File: src/rtl/demux_route_if.sv
// demux_route_if: item handshake and demux-tree drive bundle for demux_route_scheduler
// master drives items, mode and mask; slave is the scheduler producing sel/din/valid/busy.
// drop_cnt exists only when SCHED_STATS_EN is defined.
interface demux_route_if #(
  parameter int NCH  = 64,
  parameter int SELW = 6
);
  logic            in_valid;
  logic            in_ready;
  logic            in_data;
  logic [SELW-1:0] in_dest;
  logic            mode;
  logic [NCH-1:0]  ch_mask;
  logic [SELW-1:0] out_sel;
  logic            out_din;
  logic            out_valid;
  logic            busy;
`ifdef SCHED_STATS_EN
  logic [7:0]      drop_cnt;
  modport master (output in_valid, in_data, in_dest, mode, ch_mask,
                  input in_ready, out_sel, out_din, out_valid, busy, drop_cnt);
  modport slave  (input in_valid, in_data, in_dest, mode, ch_mask,
                  output in_ready, out_sel, out_din, out_valid, busy, drop_cnt);
`else
  modport master (output in_valid, in_data, in_dest, mode, ch_mask,
                  input in_ready, out_sel, out_din, out_valid, busy);
  modport slave  (input in_valid, in_data, in_dest, mode, ch_mask,
                  output in_ready, out_sel, out_din, out_valid, busy);
`endif
endinterface

File: src/rtl/demux_route_scheduler.sv
// demux_route_scheduler: FIFO-buffered sequencer driving the 1-bit demux tree's din/sel
// Ports: clk, rst_n (async active-low), bus (demux_route_if.slave):
//   in_valid/in_ready/in_data/in_dest item handshake, mode (0 directed, 1 sweep),
//   ch_mask channel enables, out_sel/out_din/out_valid tree drive, busy,
//   drop_cnt saturating drop counter when SCHED_STATS_EN is defined.
module demux_route_scheduler #(
  parameter int NCH   = 64,
  parameter int SELW  = 6,
  parameter int DEPTH = 4,
  parameter int HOLD  = 1
) (
  input logic           clk,
  input logic           rst_n,
  demux_route_if.slave  bus
);
  localparam int AW = $clog2(DEPTH);
  localparam int HW = HOLD > 1 ? $clog2(HOLD) : 1;
  typedef enum logic [1:0] {IDLE, DRIVE, GAP} state_t;
  state_t          state_q, state_d;
  logic [SELW:0]   mem_q [DEPTH];
  logic [AW-1:0]   wr_q, wr_d, rd_q, rd_d;
  logic [AW:0]     cnt_q, cnt_d;
  logic [SELW-1:0] ptr_q, ptr_d, sel_q, sel_d, off, ch;
  logic [HW-1:0]   hold_q, hold_d;
  logic            din_q, din_d, vld_q, vld_d;
  logic            push, pop, hit, full, empty;
  logic [SELW:0]   head;
`ifdef SCHED_STATS_EN
  logic [7:0]      drop_q, drop_d;
  assign bus.drop_cnt = drop_q;
`endif
  assign full          = cnt_q == (AW+1)'(DEPTH);
  assign empty         = cnt_q == '0;
  assign head          = mem_q[rd_q];
  assign bus.in_ready  = rst_n && !full;
  assign bus.out_sel   = sel_q;
  assign bus.out_din   = din_q;
  assign bus.out_valid = vld_q;
  assign bus.busy      = !empty || state_q != IDLE;
  always_comb begin
    // Lowest enabled offset from ptr; the descending loop lets smaller offsets win.
    off = '0;
    for (int i = NCH - 1; i >= 0; i--) off = bus.ch_mask[ptr_q + SELW'(i)] ? SELW'(i) : off;
    ch      = bus.mode ? ptr_q + off : head[SELW-1:0];
    hit     = bus.mode ? |bus.ch_mask : bus.ch_mask[head[SELW-1:0]];
    push    = bus.in_valid && bus.in_ready;
    pop     = state_q == IDLE && !empty;
    wr_d    = push ? wr_q + AW'(1) : wr_q;
    rd_d    = pop ? rd_q + AW'(1) : rd_q;
    cnt_d   = cnt_q + (AW+1)'(push) - (AW+1)'(pop);
    state_d = state_q;
    ptr_d   = ptr_q;
    sel_d   = sel_q;
    din_d   = din_q;
    vld_d   = vld_q;
    hold_d  = hold_q;
    case (state_q)
      IDLE: if (pop && hit) begin
        state_d = DRIVE;
        sel_d   = ch;
        din_d   = head[SELW];
        vld_d   = 1'b1;
        hold_d  = HW'(HOLD - 1);
        ptr_d   = bus.mode ? ch + SELW'(1) : ptr_q;
      end
      DRIVE: if (hold_q == '0) begin
        state_d = GAP;
        vld_d   = 1'b0;
        din_d   = 1'b0;
      end else hold_d = hold_q - HW'(1);
      default: state_d = IDLE;
    endcase
`ifdef SCHED_STATS_EN
    drop_d = (pop && !hit && drop_q != 8'hFF) ? drop_q + 8'd1 : drop_q;
`endif
  end
  always_ff @(posedge clk) if (push) mem_q[wr_q] <= {bus.in_data, bus.in_dest};
  always_ff @(posedge clk or negedge rst_n) begin
    if (!rst_n) begin
      state_q <= IDLE;
      wr_q    <= '0;
      rd_q    <= '0;
      cnt_q   <= '0;
      ptr_q   <= '0;
      sel_q   <= '0;
      din_q   <= 1'b0;
      vld_q   <= 1'b0;
      hold_q  <= '0;
`ifdef SCHED_STATS_EN
      drop_q  <= '0;
`endif
    end else begin
      state_q <= state_d;
      wr_q    <= wr_d;
      rd_q    <= rd_d;
      cnt_q   <= cnt_d;
      ptr_q   <= ptr_d;
      sel_q   <= sel_d;
      din_q   <= din_d;
      vld_q   <= vld_d;
      hold_q  <= hold_d;
`ifdef SCHED_STATS_EN
      drop_q  <= drop_d;
`endif
    end
  end
endmodule
File: src/flat_wrapper.sv
// flat-port wrapper written by rule: the top's interface ports become plain ports
module demux_route_scheduler_flat 
#(
  parameter int NCH   = 64,
  parameter int SELW  = 6,
  parameter int DEPTH = 4,
  parameter int HOLD  = 1
)
  (clk, rst_n, bus_in_valid, bus_in_data, bus_in_dest, bus_mode, bus_ch_mask, bus_in_ready, bus_out_sel, bus_out_din, bus_out_valid, bus_busy);
  demux_route_if #(.NCH(NCH), .SELW(SELW)) bus_i ();
  input logic clk;
  input logic rst_n;
  input wire logic [$bits(bus_i.in_valid)-1:0] bus_in_valid;
  input wire logic [$bits(bus_i.in_data)-1:0] bus_in_data;
  input wire logic [$bits(bus_i.in_dest)-1:0] bus_in_dest;
  input wire logic [$bits(bus_i.mode)-1:0] bus_mode;
  input wire logic [$bits(bus_i.ch_mask)-1:0] bus_ch_mask;
  output wire logic [$bits(bus_i.in_ready)-1:0] bus_in_ready;
  output wire logic [$bits(bus_i.out_sel)-1:0] bus_out_sel;
  output wire logic [$bits(bus_i.out_din)-1:0] bus_out_din;
  output wire logic [$bits(bus_i.out_valid)-1:0] bus_out_valid;
  output wire logic [$bits(bus_i.busy)-1:0] bus_busy;
  assign bus_i.in_valid = bus_in_valid;
  assign bus_i.in_data = bus_in_data;
  assign bus_i.in_dest = bus_in_dest;
  assign bus_i.mode = bus_mode;
  assign bus_i.ch_mask = bus_ch_mask;
  assign bus_in_ready = bus_i.in_ready;
  assign bus_out_sel = bus_i.out_sel;
  assign bus_out_din = bus_i.out_din;
  assign bus_out_valid = bus_i.out_valid;
  assign bus_busy = bus_i.busy;
  demux_route_scheduler #(.NCH(NCH), .SELW(SELW), .DEPTH(DEPTH), .HOLD(HOLD)) u_core (.clk(clk), .rst_n(rst_n), .bus(bus_i));
endmodule
File: config.mk
export PLATFORM = sky130hd
export DESIGN_NAME = demux_route_scheduler_flat
export DESIGN_NICKNAME = d
export VERILOG_FILES = /design/src/rtl/demux_route_if.sv /design/src/rtl/demux_route_scheduler.sv /design/src/flat_wrapper.sv
export SDC_FILE = /design/constraint.sdc
export NUM_CORES = 1
export LEC_CHECK = 0
export ABC_AREA = 1
export CAP_MARGIN = 20
export CORE_ASPECT_RATIO = 0.5
export CORE_UTILIZATION = 39
export CTS_BUF_LIST = sky130_fd_sc_hd__clkbuf_16
export CTS_CLUSTER_SIZE = 30
export DETAILED_ROUTE_END_ITERATION = 16
export PLACE_DENSITY = 0.7
export REMOVE_ABC_BUFFERS = 1
export SYNTH_ARGS = -nofsm -noshare
export SYNTH_HDL_FRONTEND = slang
export SYNTH_SLANG_ARGS = --single-unit
File: constraint.sdc
create_clock -name clk -period 14.4 [get_ports clk]
set_clock_uncertainty 0.05 [all_clocks]
set_input_delay 2.88 -clock clk [delete_from_list [all_inputs] [get_ports clk]]
set_output_delay 2.88 -clock clk [all_outputs]
set_load 0.02 [all_outputs]
==> impl_metrics.csv <==
group,metric,value,unit
yosys,syn_avg_cell_area,5.61,sq um
yosys,syn_inst,1713,
clock_network,root_buffer,"clkbuf_16",
sta,worst_slack,5.07,ns
clock_network,cts_setup_buffers,0,
sta,fin_crit_sh,0.648,
min_path,holdPathStages,1,
routing,drt_iter0_drc,1673,
sta,rsz0062_at_grt,"false",
critical_path,end_kind,"flip-flop",
cells_and_area,area_growth,12.1,%
placed_design,dp_slack,4.94,ns
global_routing,grt_usage,0.301,
routing,wl_per_cell,18.5,um
routing,drt_first_pass_iters,8,
critical_path,worstPathRequired,14.56,ns
critical_path,rr_worst_depth,84,
clock_network,clkLatencyLatePin,0.29,ns
placed_design,dp_hpwl,31000,um
cells_and_area,utilization,0.447,
cells_and_area,final_cell_mix,"nand2_1 (511), nand3_1 (381), inv_1 (158)",
yosys,synth.distinct_cells,49,
clock_network,cts_tree,"done",
critical_path,cpPeakStageDelay,0.53,ns
cells_and_area,final_common_cell,"nand2_1",
sta,fin_tns_setup,0,ns
global_routing,grt_max_degree,76,
clock_network,cts-hold-fix-buffers,0,
run_status,outcome,"finished clean",
cells_and_area,num-nets-final,1852,
job,maxCapViolations,0,
critical_path,r2r_start,"u_core.ptr_q[0]",
routing,viasPerCell,5.73,
placed_design,io_buffers,84,
clock_network,cts_sinks,51,
critical_path,crit_top_cell,"nand2_1",
yosys,synth_seq_area_share,0.148,
floorplan,initial_core_util,0.399,
yosys,synth_top_area_share,0.200,
min_path,hold_path_class,"flip-flop to flip-flop",
yosys,yosys.area.top_type,"nand2_1",
yosys,post_synth_instance_area,9600,sq um
clock_network,cts.path.max_buffers,2,
yosys,yosys_register_bits,51,
floorplan,dieArea,25300,sq um
clock_network,cts_made_buffers,5,
floorplan,fp-row-count,40,
routing,finalWirelength,38600,um
critical_path,criticalPathCategory,"input pin to flip-flop",
yosys,async_flop_share,0.451,
min_path,hold_start,"u_core.state_q[1]",
sta,whs,0.429,ns
sta,worst_pin_slew,0.866,ns
floorplan,die_x,224,um
clock_network,cts_resized,0,
routing,drc,0,
routing,vias,11900,
critical_path,reg2reg_setup_slack,5.61,ns
floorplan,io_pins,85,
sta,fmax,107,MHz
sta,fin_crit,9.33,ns
yosys,synth_edf_count,28,
yosys,yosysWarnings,0,
critical_path,slowest_stage,"clkdlybuf4s50_1",
global_routing,grt_pass1_vias,10300,
cells_and_area,n_antenna_cell,0,
cells_and_area,n_fill_cell,2611,
critical_path,cp-start-kind,"input pin",
min_path,whs_endpoint,"u_core.state_q[1]",
global_routing,grt_pass1_wl,58800,um
global_routing,antenna_found_initial,0,
sta,setup_viol,0,
floorplan,die_height,113,um
critical_path,worstPathMaxFanout,4,
cells_and_area,multiInputGateArea,7150,sq um
placed_design,gp_congestion,1.06,
clock_network,h-tree-depth,2,
critical_path,critPathArrivalTime,9.49,ns
clock_network,path_clk_slew,0.07,ns
cells_and_area,seqCellArea,1420,sq um
yosys,synthTopCellsByArea,"nand2_1 (20%), nand3_1 (20%), edfxtp_1 (8.8%), inv_1 (6.2%), dfrtp_1 (6.0%)",
critical_path,rr_endpoint,"u_core.ptr_q[5]",
yosys,synth_ff_type,"edfxtp_1",
routing,ant_nets,0,
sta,drv_slew,0,
sta,slew-limit-headroom,0.422,
global_routing,overflow,0,
sta,timing.final.hold_violations,0,
floorplan,coreArea,24100,sq um
cells_and_area,layout-drive-gt1-share,0.0361,
[registers in the layout, summed over array words and instances (netlist names)]
name,count
u_core.mem_q,28
u_core.bus.out_sel,6
u_core.ptr_q,6
u_core.cnt_q,3
u_core.rd_q,2
u_core.state_q,2
u_core.wr_q,2
u_core.bus.out_din,1
u_core.bus.out_valid,1
[logic make-up (layout without fill, tap and decap cells)]
group / count (synthesis) / count (layout) / synth area share
fa+ha+maj: 32 / 32 / 0.0433
buf+inv: 247 / 280 / 0.107
flops: 51 / 51 / 0.148
xor+xnor: 56 / 56 / 0.0566
simple gates: 1060 / 1060 / 0.478
mux: 8 / 8 / 0.00834
compound gates: 259 / 259 / 0.159
[cells in the mapped netlist, drive strengths merged, types with 2 or more instances]
cell,count
or2,10
o21a,39
clkbuf,27
edfxtp,28
ha,30
xor2,50
o22ai,14
a311oi,2
nor3,6
buf,45
o21ai,122
nand3,384
nor4,12
a21oi,37
and2,2
a21o,4
fa,2
or4,3
inv,174
nand2,517
o311ai,2
mux2i,8
xnor2,6
a31oi,33
nand4,6
nor2,119
dfrtp,23
[metrics by stage]
| step | std cells | area [sq um] |
|---|---|---|
| floorplan | 1641 | 9230 |
| global placement | 2074 | 10600 |
| detailed placement | 2074 | 10600 |
| CTS | 2082 | 10800 |
| global route | 2082 | 10800 |
| finish | 2082 | 10800 |
[layer usage]
| metal | share of wire | GRT usage | up-vias |
|---|---|---|---|
| li1 | - | - | 5783 |
| met2 | 0.41 | 0.451 | 730 |
| met3 | 0.15 | 0.0911 | 50 |
| met1 | 0.42 | 0.429 | 5368 |
| met4 | 0.014 | 0.0438 | 0 |
| met5 | 0 | 0 | - |
[worst max-delay path, delay by kind of cell]
family,cells,cell delay [ns]
AND/OR/NAND/NOR,68,4.27
AO/OA/AOI/OAI,5,0.84
adder cells (fa/ha/maj),2,0.61
buffers and inverters,2,0.57
XOR/XNOR,2,0.31
[cell type report]
class / count / area share
Inverter: 175 / 0.0613
Clock buffer: 5 / 0.0116
Clock inverter: 3 / 0.00407
Sequential cell: 51 / 0.132
Tap cell: 336 / 0.0391
Multi-Input combinational cell: 1415 / 0.665
Timing Repair Buffer: 97 / 0.0872
[how the worst max path moves through the flow]
stage / start / cells after the start / end
detailed placement: bus_ch_mask[28] / 84 / u_core.ptr_q[5]
global route: bus_ch_mask[28] / 84 / u_core.ptr_q[5]
floorplan: u_core.ptr_q[0] / 83 / u_core.ptr_q[5]
global placement: bus_ch_mask[62] / 78 / u_core.ptr_q[5]
finish: bus_ch_mask[39] / 79 / u_core.ptr_q[5]
CTS: bus_ch_mask[28] / 84 / u_core.ptr_q[5]
Power is not shown: default switching activity piles up to over one toggle a cycle in this logic, so the estimate is an artifact.
